**src/rtl/midi_voice_parser.sv**
```systemverilog
// rtl/midi_voice_parser.sv - MIDI byte-stream parser emitting note on/off, CC and panic strobes
// Tracks running status, ignores interleaved real-time bytes and resyncs on any status byte.
module midi_voice_parser #(
  parameter logic [3:0] MIDI_CHANNEL = 4'd0,
  parameter bit         OMNI         = 1'b0,
  parameter bit         VEL0_IS_OFF  = 1'b1,
  parameter bit         CC_EN        = 1'b1
) (
  input  logic       clk_i,
  input  logic       nrst_i,
  input  logic       midiByteValid_i,
  input  logic [7:0] midiByte_i,
  output logic [6:0] note_o,
  output logic [6:0] velocity_o,
  output logic [3:0] channel_o,
  output logic       noteOnStrb_o,
  output logic       noteOffStrb_o,
  output logic       ccStrb_o,
  output logic       panicStrb_o
);

  typedef enum logic [1:0] {IDLE = 2'd0, D1 = 2'd1, D2 = 2'd2} state_t;

  state_t     state_q, state_d;
  logic [7:0] status_q, status_d;
  logic       accept_q, accept_d;
  logic [6:0] data1_q, data1_d;
  logic [6:0] note_q, note_d, vel_q, vel_d;
  logic [3:0] chan_q, chan_d;
  logic       on_q, on_d, off_q, off_d, cc_q, cc_d, panic_q, panic_d;

  logic [3:0] new_type;
  logic       type_ok, chan_ok;

  assign new_type = midiByte_i[7:4];
  assign type_ok  = (new_type == 4'h8) || (new_type == 4'h9) || (CC_EN && (new_type == 4'hB));
  assign chan_ok  = OMNI || (midiByte_i[3:0] == MIDI_CHANNEL);

  always_ff @(posedge clk_i or negedge nrst_i) begin
    if (!nrst_i) begin
      state_q  <= IDLE;
      status_q <= 8'd0;
      accept_q <= 1'b0;
      data1_q  <= 7'd0;
      note_q   <= 7'd0;
      vel_q    <= 7'd0;
      chan_q   <= 4'd0;
      on_q     <= 1'b0;
      off_q    <= 1'b0;
      cc_q     <= 1'b0;
      panic_q  <= 1'b0;
    end else begin
      state_q  <= state_d;
      status_q <= status_d;
      accept_q <= accept_d;
      data1_q  <= data1_d;
      note_q   <= note_d;
      vel_q    <= vel_d;
      chan_q   <= chan_d;
      on_q     <= on_d;
      off_q    <= off_d;
      cc_q     <= cc_d;
      panic_q  <= panic_d;
    end
  end

  always_comb begin
    state_d  = state_q;
    status_d = status_q;
    accept_d = accept_q;
    data1_d  = data1_q;
    note_d   = note_q;
    vel_d    = vel_q;
    chan_d   = chan_q;
    on_d     = 1'b0;
    off_d    = 1'b0;
    cc_d     = 1'b0;
    panic_d  = 1'b0;
    if (!(state_q inside {IDLE, D1, D2})) state_d = IDLE;
    if (midiByteValid_i) begin
      if (midiByte_i >= 8'hF8) begin
        // Real-time bytes are transparent to message parsing.
        panic_d = (midiByte_i == 8'hFF);
      end else if (midiByte_i >= 8'hF0) begin
        state_d  = IDLE;
        status_d = 8'd0;
        accept_d = 1'b0;
      end else if (midiByte_i[7]) begin
        state_d  = D1;
        status_d = midiByte_i;
        accept_d = type_ok && chan_ok;
      end else begin
        case (state_q)
          IDLE: ;
          D1: begin
            data1_d = midiByte_i[6:0];
            state_d = ((status_q[7:4] == 4'hC) || (status_q[7:4] == 4'hD)) ? D1 : D2;
          end
          D2: begin
            state_d = D1;
            if (accept_q) begin
              note_d = data1_q;
              vel_d  = midiByte_i[6:0];
              chan_d = status_q[3:0];
              case (status_q[7:4])
                4'h9: begin
                  if ((midiByte_i[6:0] != 7'd0) || !VEL0_IS_OFF) on_d = 1'b1;
                  else off_d = 1'b1;
                end
                4'h8: off_d = 1'b1;
                4'hB: begin
                  cc_d    = 1'b1;
                  panic_d = (data1_q == 7'd120) || (data1_q == 7'd123);
                end
                default: ;
              endcase
            end
          end
          default: state_d = IDLE;
        endcase
      end
    end
  end

  assign note_o        = note_q;
  assign velocity_o    = vel_q;
  assign channel_o     = chan_q;
  assign noteOnStrb_o  = on_q;
  assign noteOffStrb_o = off_q;
  assign ccStrb_o      = cc_q;
  assign panicStrb_o   = panic_q;

endmodule

```
**config.mk**
```make
export PLATFORM = sky130hd
export DESIGN_NAME = midi_voice_parser
export DESIGN_NICKNAME = d
export VERILOG_FILES = /design/src/rtl/midi_voice_parser.sv
export SDC_FILE = /design/constraint.sdc
export NUM_CORES = 1
export LEC_CHECK = 0
export ABC_AREA = 1
export CELL_PAD_IN_SITES_DETAIL_PLACEMENT = 2
export CELL_PAD_IN_SITES_GLOBAL_PLACEMENT = 2
export CORE_UTILIZATION = 32
export DETAILED_ROUTE_END_ITERATION = 10
export PLACE_DENSITY_LB_ADDON = 0.1
export SYNTH_ARGS = -nofsm -noshare
export SYNTH_HDL_FRONTEND = slang
export SYNTH_SLANG_ARGS = --single-unit
```
**constraint.sdc**
```tcl
create_clock -name clk_i -period 1.77 [get_ports clk_i]
set_input_delay 0.531 -clock clk_i [delete_from_list [all_inputs] [get_ports clk_i]]
set_output_delay 0.531 -clock clk_i [all_outputs]
set_load 0.05 [all_outputs]
```
# Word level (Yosys, flattened, before mapping)

Cells that the tools add are included.

Register bits after elaboration: 40
Output and inout port bits: 22
Logic and storage cells: 83

$lt $le $gt $ge: 2
Eq/ne operators: 13
Mux-type cells: 41
Bitwise logic cells: 3
Reduce and logical (&&, ||, !) cells: 13

Operators by type and width:

| operator             | number |
|---|---|
| $eq A4 B4 Y1 const B | 8 |
| $mux W1              | 31 |
| $ge A8 B8 Y1 const B | 2 |
| $mux W8              | 2 |
| $eq A7 B7 Y1 const B | 2 |
| $mux W2              | 6 |
| $eq A8 B8 Y1 const B | 1 |
| $reduce_bool A7 Y1   | 1 |
| $pmux W2 S3          | 1 |
| $reduce_and A6 Y1    | 1 |
| $reduce_and A5 Y1    | 1 |
| $logic_not A4 Y1     | 1 |
| $logic_or A1 B1 Y1   | 4 |
| $not A1 Y1           | 3 |
| $reduce_and A3 Y1    | 1 |
| $reduce_bool A3 Y1   | 1 |
| $eq A2 B1 Y1 const B | 1 |
| $eq A2 B2 Y1 const B | 1 |
| $logic_not A2 Y1     | 1 |
| $pmux W1 S2          | 1 |
| $reduce_bool A2 Y1   | 1 |
| $logic_and A1 B1 Y1  | 1 |

# Logic depth before layout (Yosys ltp)

Depth after elaboration: 9
Gate-level depth with buffers: 7

# Worst setup path before layout

No wires, ideal clock.

Path type: input -> register
Start: input midiByte_i[5]
End: register state_q[1]
Data arrival time: 1155 ps
Data required time: 1694 ps
Slack: 539 ps
Stages: 7
Cells stage by stage: nand2_1 nor2_4 nand2_2 buf_6 nand2_1 nand2_1 o21ai_1

Cells in the longest elaborated chain, start to end: 4
Elaborated cells on any way between the ends: 5
Classes of those cells: 2 x order compare; 3 x mux

Ends and longest elaborated chain:

| item                 | RTL line | RTL |
|---|---|---|
| start, declared      | 12       | `input logic [7:0] midiByte_i,` |
| $ge A8 B8 Y1         | 84       | `end else if (midiByte_i >= 8'hF0) begin` |
| $mux W2              | 84       |  |
| $mux W2 (*)          | 81       | `if (midiByte_i >= 8'hF8) begin` |
| $mux W2 (*)          | 80       | `if (midiByteValid_i) begin` |
| net state_d[1]       | 24       | `state_t state_q, state_d;` |
| end signal, assigned | 53       | `state_q <= state_d;` |
| end, declared        | 24       |  |

The timed path passes the listed nets; every way through them passes the cells marked *.
A chain may end at the register's enable or synchronous reset.

# Worst setup path after layout

Start: input midiByte_i[5]
End: register status_q[4]

Cells in the longest elaborated chain, start to end: 3
Elaborated cells on any way between the ends: 6
Classes of those cells: 2 x order compare; 1 x mux; 1 x bitwise; 2 x reduce/logical

Ends and longest elaborated chain:

| item                                                       | RTL line | RTL |
|---|---|---|
| $ge A8 B8 Y1, on equally long branches                     | 84, 81   |  |
| $reduce_bool A2 Y1 (no line) or $not A1 Y1 (tied branches) | --       |  |
| $reduce_and A3 Y1 (no line)                                | --       |  |
| end signal, assigned                                       | 54       | `status_q <= status_d;` |
| end, declared                                              | 25       | `logic [7:0] status_q, status_d;` |

Several ways; a longest one is shown, not always the timed one.

==> metrics.yaml <==
status:
  outcome: "complete, no violations"
global_route:
  overall_overflow_remaining_after_global_route: 0
  grt_antenna_before_repair: 0
  global_router_s_overall_resource_usage: 0.199
  pin_count_of_the_biggest_net_entering_global_routing: 41
  first_global_vias: 1805
  grt_first_pass_wirelength_mm: 9.07
die:
  ios: 33
  floorplan.die_area_um2: 5820
  floorplan_core_area_um2: 5200
  die_height_um: 76.3
  floorplan.initialDensity: 0.339
  floorplan.rows: 26
  die_w_um: 76.3
power:
  p_comb_frac: 0.165
  internal-power_w: 0.00157
  share_of_power_burned_in_the_clock_network: 0.338
  share_seq_of_total_power: 0.497
  ir_worst_vdd_uv: 389
  powerDensity_nw_per_um2: 846
  power_leakage_nw: 1.31
  share_of_total_power_consumed_by_net_switching: 0.280
  p_sw_w: 0.000612
  total_power_w: 0.00218
final_layout:
  final_design_area_no_fill_um2: 2580
  final_nets: 264
  fillerInstances: 559
  antenna_cells_inserted: 0
  syn2layout_area_growth_pct: 46.4
  final_layout_size_suffix_gt1_frac: 0.217
  finish.utilization: 0.496
placement:
  place_congestion: 0.775
  dpl-instance-area_um2: 2480
  hpwl_mm: 4.08
  port_buffers: 32
detailed_routing:
  wl_mm: 5.29
  drc_errors: 0
  vias_per_cell: 4.87
  detail_route.first_pass.iterations: 4
  antenna_left: 0
  vias: 1578
  routedWlPerCell_um: 16.3
  dr.first_iter.drc_count: 25
synth:
  synth.yosys.warnings: 0
  syn_inst: 206
  synth.largest_area_cell: "dfrtp_1"
  synthTopCellsByArea: "dfrtp_1 57%, nand2_1 13%, nor2_1 6.0%"
  synthesis.area_um2: 1770
  synth.top_cell.area_share: 0.567
  yosysSeqAreaShare: 0.567
  yosys_register_bits: 40
  yosysUniqueCellTypes: 22
  synth_nets: 217
  post_synth.cell_area_avg_um2: 8.57
sta:
  max_slew_margin: 0.656
  finalSetupViolCount: 0
  unrepaired_setup_endpoints_after_global_routing: "false"
  final-hold-violation-count: 0
  finalCriticalPeriod_ps: 1590
  hold_slack_ps: 285
  fmax_mhz: 627
  final_max_slew_viol_count: 0
  setup_total_negative_slack_ps: 0
  fin_crit_sh: 0.901
  finalClockSkew_ps: 4.20
  worst_slew_pin_slew_ps: 516
clock_network:
  clock_buffers_created_by_tritoncts: 5
  post_cts_repair_timing_setup_buffer_count: 0
  postCtsHoldBufs: 0
  cts-resized-gates: 0
  cts_root_buf: "clkbuf_8"
  clock_insertion_delay_worst_skew_ps: 290
  cts_max_path_buffers: 2
  clk_transition_reported_paths_ps: 80
  numClockSinks: 40
  cts_tree: "built"
  ctsHtreeMaxLevel: 2
critical_path:
  crit_slowest_cell: "clkdlybuf4s50_1"
  timing.rr.start: "state_q[0]"
  crit_path_max_fanout: 11
  cpPeakStageDelay_ps: 460
  timing.setup.critical_path_class: "primary input to flop"
  critPathLaunch: "midiByte_i[5]"
  kind_of_end_point_of_the_critical_path: "flop"
  setup.worst_path.end: "status_q[4]"
  cp_data_arrival_time_ps: 1770
  reg2reg_slack_ps: 390
  critPathRequiredTime_ps: 1950
  critPathLaunchType: "primary input"
  critical_path.cell_chain: "clkdlybuf4s50_1 > nand2_1 > nor2_4 > nand2_2 > nand3_2 > nand2_1 > nand2_1"
  cp_common_cell: "nand2_1"
  reg_to_reg_endpoint: "velocity_o[0]"
  number_of_cells_on_the_worst_reg_to_reg_path: 6
min_path:
  hold_path_class: "primary input to asynchronous set/reset pin"
run:
  max_cap_violations: 0
-- cell usage after synthesis, drive strengths merged --
master  instances
nand3b          1
o21bai          1
a21oi           8
o21ai          20
inv            17
dfrtp          40
nand4          10
buf             6
nor2           31
nand3           4
nand2          66
clkbuf          2
-- layout by cell type (no fill, tap or decap) --
cell / count
a21oi_1: 8
buf_12: 24
buf_2: 1
buf_4: 14
bufinv_16: 1
clkbuf_1: 1
clkbuf_8: 5
clkdlybuf4s50_1: 9
clkinv_2: 1
dfrtp_1: 40
inv_1: 16
inv_2: 1
nand2_1: 62
nand2_2: 4
nand3_1: 3
nand3_2: 1
nand3b_1: 1
nand4_1: 10
nor2_1: 28
nor2_2: 1
nor2_4: 1
nor2_8: 1
o21ai_0: 19
o21ai_1: 1
o21bai_1: 1
-- layer usage --
layer | wire length (um) | vias up | part of all wire | global-route usage
met1 | 2280 | 790 | 0.43 | 0.248
met2 | 2810 | 35 | 0.53 | 0.359
met5 | 0 | - | 0 | 0
met4 | 48 | 0 | 0.0091 | 0.0404
met3 | 153 | 7 | 0.029 | 0.0371
li1 | - | 746 | - | -
-- stage by stage --
step / std cells / setup WS (ps)
2_1_floorplan: 206 / 539
3_5_place_dp: 316 / -124
5_1_grt: 324 / 67.8
6_report: 324 / 176
4_1_cts: 324 / 167
3_3_place_gp: 316 / -92.8
-- power groups by stage --
stage | clock network, W | registers (W) | logic, W
6_report | 0.000738 | 0.00109 | 0.000360
5_1_grt | 0.000800 | 0.00110 | 0.000401
4_1_cts | 0.000753 | 0.00109 | 0.000369
3_5_place_dp | 0 | 0.00111 | 0.000361
3_3_place_gp | 0 | 0.00110 | 0.000336
2_1_floorplan | 0 | 0.00112 | 0.000148
-- worst min path at each step --
| stage | start | slack, ps | depth (start not counted) | end |
|---|---|---|---|---|
| after floorplan | nrst_i | 240 | 0 | accept_q |
| after global placement | data1_q[2] | 470 | 2 | data1_q[2] |
| after detailed placement | status_q[3] | 490 | 2 | status_q[3] |
| after CTS | nrst_i | 320 | 2 | channel_o[2] |
| after global routing | nrst_i | 320 | 2 | channel_o[2] |
| final | nrst_i | 280 | 2 | channel_o[2] |
-- kinds of logic after synthesis --
logic type	Yosys count	share of synthesized area
compound gates	29	0.0836
flops	40	0.567
simple gates	112	0.281
buf+inv	25	0.0687
-- registers in the layout, indices dropped and copies added (netlist names) --
register	flops
accept_q	1
ccStrb_o	1
channel_o	4
data1_q	7
noteOffStrb_o	1
noteOnStrb_o	1
note_o	7
panicStrb_o	1
state_q	2
status_q	8
velocity_o	7
-- layout make-up --
| type | count | area [um^2] | share of cell area |
|---|---|---|---|
| clock buffer | 6 | 72.6 | 0.0281 |
| clock inverter | 2 | 35.0 | 0.0136 |
| tap | 70 | 87.6 | 0.0339 |
| timing repair buffer | 48 | 681 | 0.263 |
| inverter | 17 | 63.8 | 0.0247 |
| multi-input combinational | 141 | 643 | 0.249 |
| sequential | 40 | 1000 | 0.387 |
-- critical path, delay by kind of cell --
family        cells  cell delay (ps)
buf+inv           1              460
simple gates      6              770
(Power assumes the default switching activity.)
